<file path="config.mk">
export PLATFORM = sky130hd
export DESIGN_NAME = bank_refill_isu
export DESIGN_NICKNAME = d
export VERILOG_FILES = /design/src/rtl/bank_refill_isu.sv
export SDC_FILE = /design/constraint.sdc
export NUM_CORES = 1
export LEC_CHECK = 0
export CAP_MARGIN = 0
export CORE_MARGIN = 2
export CORE_UTILIZATION = 51
export CTS_CLUSTER_DIAMETER = 40
export DETAILED_ROUTE_END_ITERATION = 7
export PLACE_DENSITY = 0.89
export SYNTH_ARGS = -nofsm -noshare
export SYNTH_HDL_FRONTEND = slang
export SYNTH_SLANG_ARGS = --single-unit
</file>
<file path="constraint.sdc">
create_clock -name clk_i -period 26.4 [get_ports clk_i]
set_input_delay 5.28 -clock clk_i [delete_from_list [all_inputs] [get_ports clk_i]]
set_output_delay 5.28 -clock clk_i [all_outputs]
set_load 0.005 [all_outputs]
</file>
<file path="src/rtl/bank_refill_isu.sv">
// bank_refill_isu: refill issue stage between the bank BIU and the bank SRAM.
// Buffers tagged 256-bit refill lines in a small FIFO, writes each line into
// the SRAM as two 128-bit beats addressed by {set_way, beat}, and pulses a
// refill-done indication toward the hit-test unit once the second beat lands.
//
// Beat sequencer states:
//   state   | meaning
//   BEAT_LO | head line's low half is (or will be) presented, offset 0
//   BEAT_HI | low half accepted; high half presented, offset 1
module bank_refill_isu #(
  parameter int DATA_WIDTH = 256,
  parameter int SRAM_WIDTH = 128,
  parameter int ID_WIDTH   = 6,
  parameter int DEPTH      = 2
) (
  input  logic                         clk_i,
  input  logic                         rst_i,
  input  logic                         biu_isu_rvalid_i,
  output logic                         biu_isu_rready_o,
  input  logic [DATA_WIDTH-1:0]        biu_isu_rdata_i,
  input  logic [ID_WIDTH-1:0]          biu_isu_rid_i,
  output logic                         isu_sram_wvalid_o,
  input  logic                         isu_sram_wready_i,
  output logic [SRAM_WIDTH-1:0]        isu_sram_wdata_o,
  output logic [ID_WIDTH:0]            isu_sram_set_way_offset_o,
  output logic                         isu_htu_done_valid_o,
  output logic [ID_WIDTH-1:0]          isu_htu_done_id_o,
  output logic [$clog2(DEPTH):0]       isu_level_o
);

  localparam int PW = $clog2(DEPTH);
  localparam int CW = PW + 1;
  localparam logic [CW-1:0] FULL     = CW'(DEPTH);
  localparam logic [PW-1:0] LAST_PTR = PW'(DEPTH - 1);

  typedef enum logic {
    BEAT_LO = 1'b0,
    BEAT_HI = 1'b1
  } beat_e;

  logic [DATA_WIDTH-1:0] line_data [DEPTH];
  logic [ID_WIDTH-1:0]   line_id   [DEPTH];
  logic [PW-1:0]         wr_ptr;
  logic [PW-1:0]         rd_ptr;
  logic [CW-1:0]         count;
  beat_e                 beat;
  logic                  done_valid;
  logic [ID_WIDTH-1:0]   done_id;

  logic push;
  logic beat_fire;
  logic pop;

  // Ready/valid come straight from the registered occupancy so that a full
  // buffer never depends on the SRAM side in the same cycle.
  assign biu_isu_rready_o  = (count != FULL);
  assign isu_sram_wvalid_o = (count != '0);

  assign push      = biu_isu_rvalid_i & biu_isu_rready_o;
  assign beat_fire = isu_sram_wvalid_o & isu_sram_wready_i;
  assign pop       = beat_fire & (beat == BEAT_HI);

  // Head-of-line beat selection; everything here is a function of registers
  // only, so the beat stays stable while the SRAM stalls.
  assign isu_sram_wdata_o = (beat == BEAT_HI)
                          ? line_data[rd_ptr][DATA_WIDTH-1:SRAM_WIDTH]
                          : line_data[rd_ptr][SRAM_WIDTH-1:0];
  assign isu_sram_set_way_offset_o = {line_id[rd_ptr], logic'(beat)};

  assign isu_htu_done_valid_o = done_valid;
  assign isu_htu_done_id_o    = done_id;
  assign isu_level_o          = count;

  // Line buffer storage: written at the tail on every accepted refill line.
  always_ff @(posedge clk_i or posedge rst_i) begin
    if (rst_i) begin
      for (int i = 0; i < DEPTH; i++) begin
        line_data[i] <= '0;
        line_id[i]   <= '0;
      end
    end else if (push) begin
      line_data[wr_ptr] <= biu_isu_rdata_i;
      line_id[wr_ptr]   <= biu_isu_rid_i;
    end
  end

  // Pointers, occupancy, beat sequencer and the registered done pulse.
  always_ff @(posedge clk_i or posedge rst_i) begin
    if (rst_i) begin
      wr_ptr     <= '0;
      rd_ptr     <= '0;
      count      <= '0;
      beat       <= BEAT_LO;
      done_valid <= 1'b0;
      done_id    <= '0;
    end else begin
      done_valid <= 1'b0;

      if (push) begin
        wr_ptr <= (wr_ptr == LAST_PTR) ? '0 : wr_ptr + 1'b1;
      end

      case ({push, pop})
        2'b10:   count <= count + 1'b1;
        2'b01:   count <= count - 1'b1;
        default: count <= count;
      endcase

      case (beat)
        BEAT_LO: begin
          if (beat_fire) begin
            beat <= BEAT_HI;
          end
        end
        BEAT_HI: begin
          if (beat_fire) begin
            beat       <= BEAT_LO;
            rd_ptr     <= (rd_ptr == LAST_PTR) ? '0 : rd_ptr + 1'b1;
            done_valid <= 1'b1;
            done_id    <= line_id[rd_ptr];
          end
        end
        default: beat <= BEAT_LO;
      endcase
    end
  end

endmodule

</file>
==> impl_metrics.ini <==
[layout]
final_nets = 1992
final_layout_size_suffix_gt1_share_pct = 46.3
final_common_cell = dfrtp_1
fillerInstances = 3037
postLayoutCoreUtil_pct = 66.1
syn2layout_area_growth_pct = 27.5
layout_common_cells = dfrtp_1 (534), clkdlybuf4s50_1 (411), mux2_4 (360)
instances_no_fill = 2406

[worst_hold_path]
hold_start = line_data[489]
hold_class = flop to flop
worstHoldEndpoint = line_data[489]
whs_path_depth = 1

[sta]
slew_viol_final = 0
rsz0062_at_grt = no
worst_pin_slew_ns = 1.19
layout_min_cycle_time_ns = 8.87
period_share_pct = 33.6
hold-worst-slack_ns = 0.498
max_freq_ghz = 0.113
setup-violations-final = 0
fin_skew_ns = 0.0175
relSlewSlack_pct = 20.6
finalHoldViolations = 0
tns_ns = 0

[logic_synthesis]
ys_ff_latch = 536
syn_avg_cell_area_sq_um = 19.1
synth-seq-area-share_pct = 53.9
yosysUniqueCellTypes = 22
yosysTopAreaCellShare_pct = 53.9
synth_area_leader_cell = dfrtp_1
netlist_instances = 1304
syn_nets = 1572
syn-cell-area_sq_um = 24900
ys_top_cells_by_area = dfrtp_1 (54%), mux2_4 (22%), mux4_2 (12%), mux2_2 (8.0%), buf_12 (2.6%)
ys_warn_count = 0

[clock_tree]
cts_max_path_buffers = 3
cts_htree_levels = 3
root_buffer = clkbuf_16
path_clk_slew_ns = 0.06
post_cts_buffers = 0
clock-sinks = 536
cts_tree = yes
cts_hold_buf = 0
cts_buffers = 81
insertion_delay_ns = 0.62
post_cts_resized = 0

[floorplanning]
ios = 412
start_util_pct = 51.9
rows = 80
die_w_um = 225
die-area_sq_um = 50500
core_area_sq_um = 47900
die_h_um = 225

[detailed_routing]
drtIter0Drc = 804
drt-total-wl_um = 57100
drtPass1Iterations = 5
postRouteAntennaNets = 0
vias_per_cell = 5.57
vias = 13400
drc = 0
wl_per_cell_um = 23.7

[worst_setup_path]
arrival_ns = 3.59
worst-setup-path-type = flop to primary output
cpPeakStageDelay_ns = 0.91
r2r-start = isu_level_o[0]
path_max_fanout = 54
crit_chain = buf_4 > mux4_2 > clkdlybuf4s50_1
crit_family = buffers and inverters
reg2regPathDepth = 5
worstSetupEndpointType = primary output
timing.critical_path.required_ns = 21.12
critPathSlowestCell = dfrtp_4
rrSetupSlack_ns = 22.45
startpoint = beat
path_buf_inv = 2
cp-start-kind = flop
reg2reg_to = line_data[127]

[power_and_ir_drop]
ir_drop_uv = 118
power_density_nw_per_um2 = 145
p_leak_uw = 0.0135

[grt]
grt_max_degree = 189
antenna_found_initial = 4
grt_pass1_vias = 15600
grt_usage_pct = 23.1
grt_pass1_wl_um = 91000
grt_overflow = 0

[placement]
port_buffers = 411
place_inst = 2256
routabilityCongestion = 0.768
place_hpwl_um = 34500

[flow_run]
cap_violations = 0

[run_status]
status = finished, final reports clean
## stage by stage
| stage | power (uW) | cell area [sq um] | setup WS, ns |
|---|---|---|---|
| final | 4610 | 31700 | 17.53 |
| after global routing | 4830 | 31700 | 17.29 |
| after CTS | 4650 | 31700 | 17.40 |
| after detailed placement | 3490 | 28800 | 17.31 |
| after global placement | 3410 | 28800 | 17.32 |
| after floorplan | 2800 | 24900 | 6.14 |
## synthesized netlist by cell type, drive strengths merged
master,count
inv,1
nand2b,1
and2,1
and3b,1
xor2,2
mux4,128
buf,88
mux2,536
ha,2
dfrtp,536
or2,1
nor2,1
and3,1
xnor2,3
clkbuf,1
nand2,1
## worst max path at each step
stage	to	slack [ns]	cells past startpoint
detailed placement	line_data[127]	17.31	5
finish	isu_sram_wdata_o[89]	17.53	3
global placement	line_data[127]	17.32	5
CTS	isu_sram_wdata_o[84]	17.40	3
global route	isu_sram_wdata_o[84]	17.29	3
floorplan	beat	6.14	1
## metal layers
| layer | routed length (um) | up-vias | GRT usage, % |
|---|---|---|---|
| met5 | 12 | - | 0 |
| met4 | 1620 | 2 | 8.44 |
| met3 | 4390 | 107 | 7.59 |
| met2 | 28400 | 435 | 37.8 |
| met1 | 22600 | 7123 | 28.8 |
| li1 | - | 5732 | - |
## worst register-to-register path, delay by kind of cell, from the launching register on
kind	cells	cell delay [ns]
buf+inv	2	1.92
flops	1	0.44
mux	1	0.43
simple gates	2	1.03
## layout make-up
class                   instances  area, sq um  share of cell area [%]
diodes                          3         7.51                  0.0237
clock buffers                  94         2150                    6.77
repair buffers                426         4250                    13.4
well taps                     615          769                    2.43
inverters                       1         11.3                  0.0355
clock inverters                53          698                    2.20
multi-input cells             678        10400                    32.8
flip-flops and latches        536        13400                    42.3
## report_power, final
part / leakage [uW] / internal, uW / switching, uW
registers: 0.00631 / 1250 / 272
logic: 0.00586 / 1340 / 638
clock network: 0.00137 / 687 / 422
## registers in the layout (all words and copies together) (netlist names)
name	count
wr_ptr	1
rd_ptr	1
line_id	12
isu_htu_done_valid_o	1
isu_level_o	2
beat	1
isu_htu_done_id_o	6
line_data	512
## cells by family (layout without fill, tap and decap cells)
logic type	Yosys count	count (layout)	share of synthesized area, %
simple gates	7	7	0.216
fa+ha+maj	2	2	0.101
flops	536	536	53.9
buf+inv	90	574	4.26
xor+xnor	5	5	0.176
other cells	0	3	0
mux	664	664	41.3
Note: power is estimated with default switching activity, not from simulation.
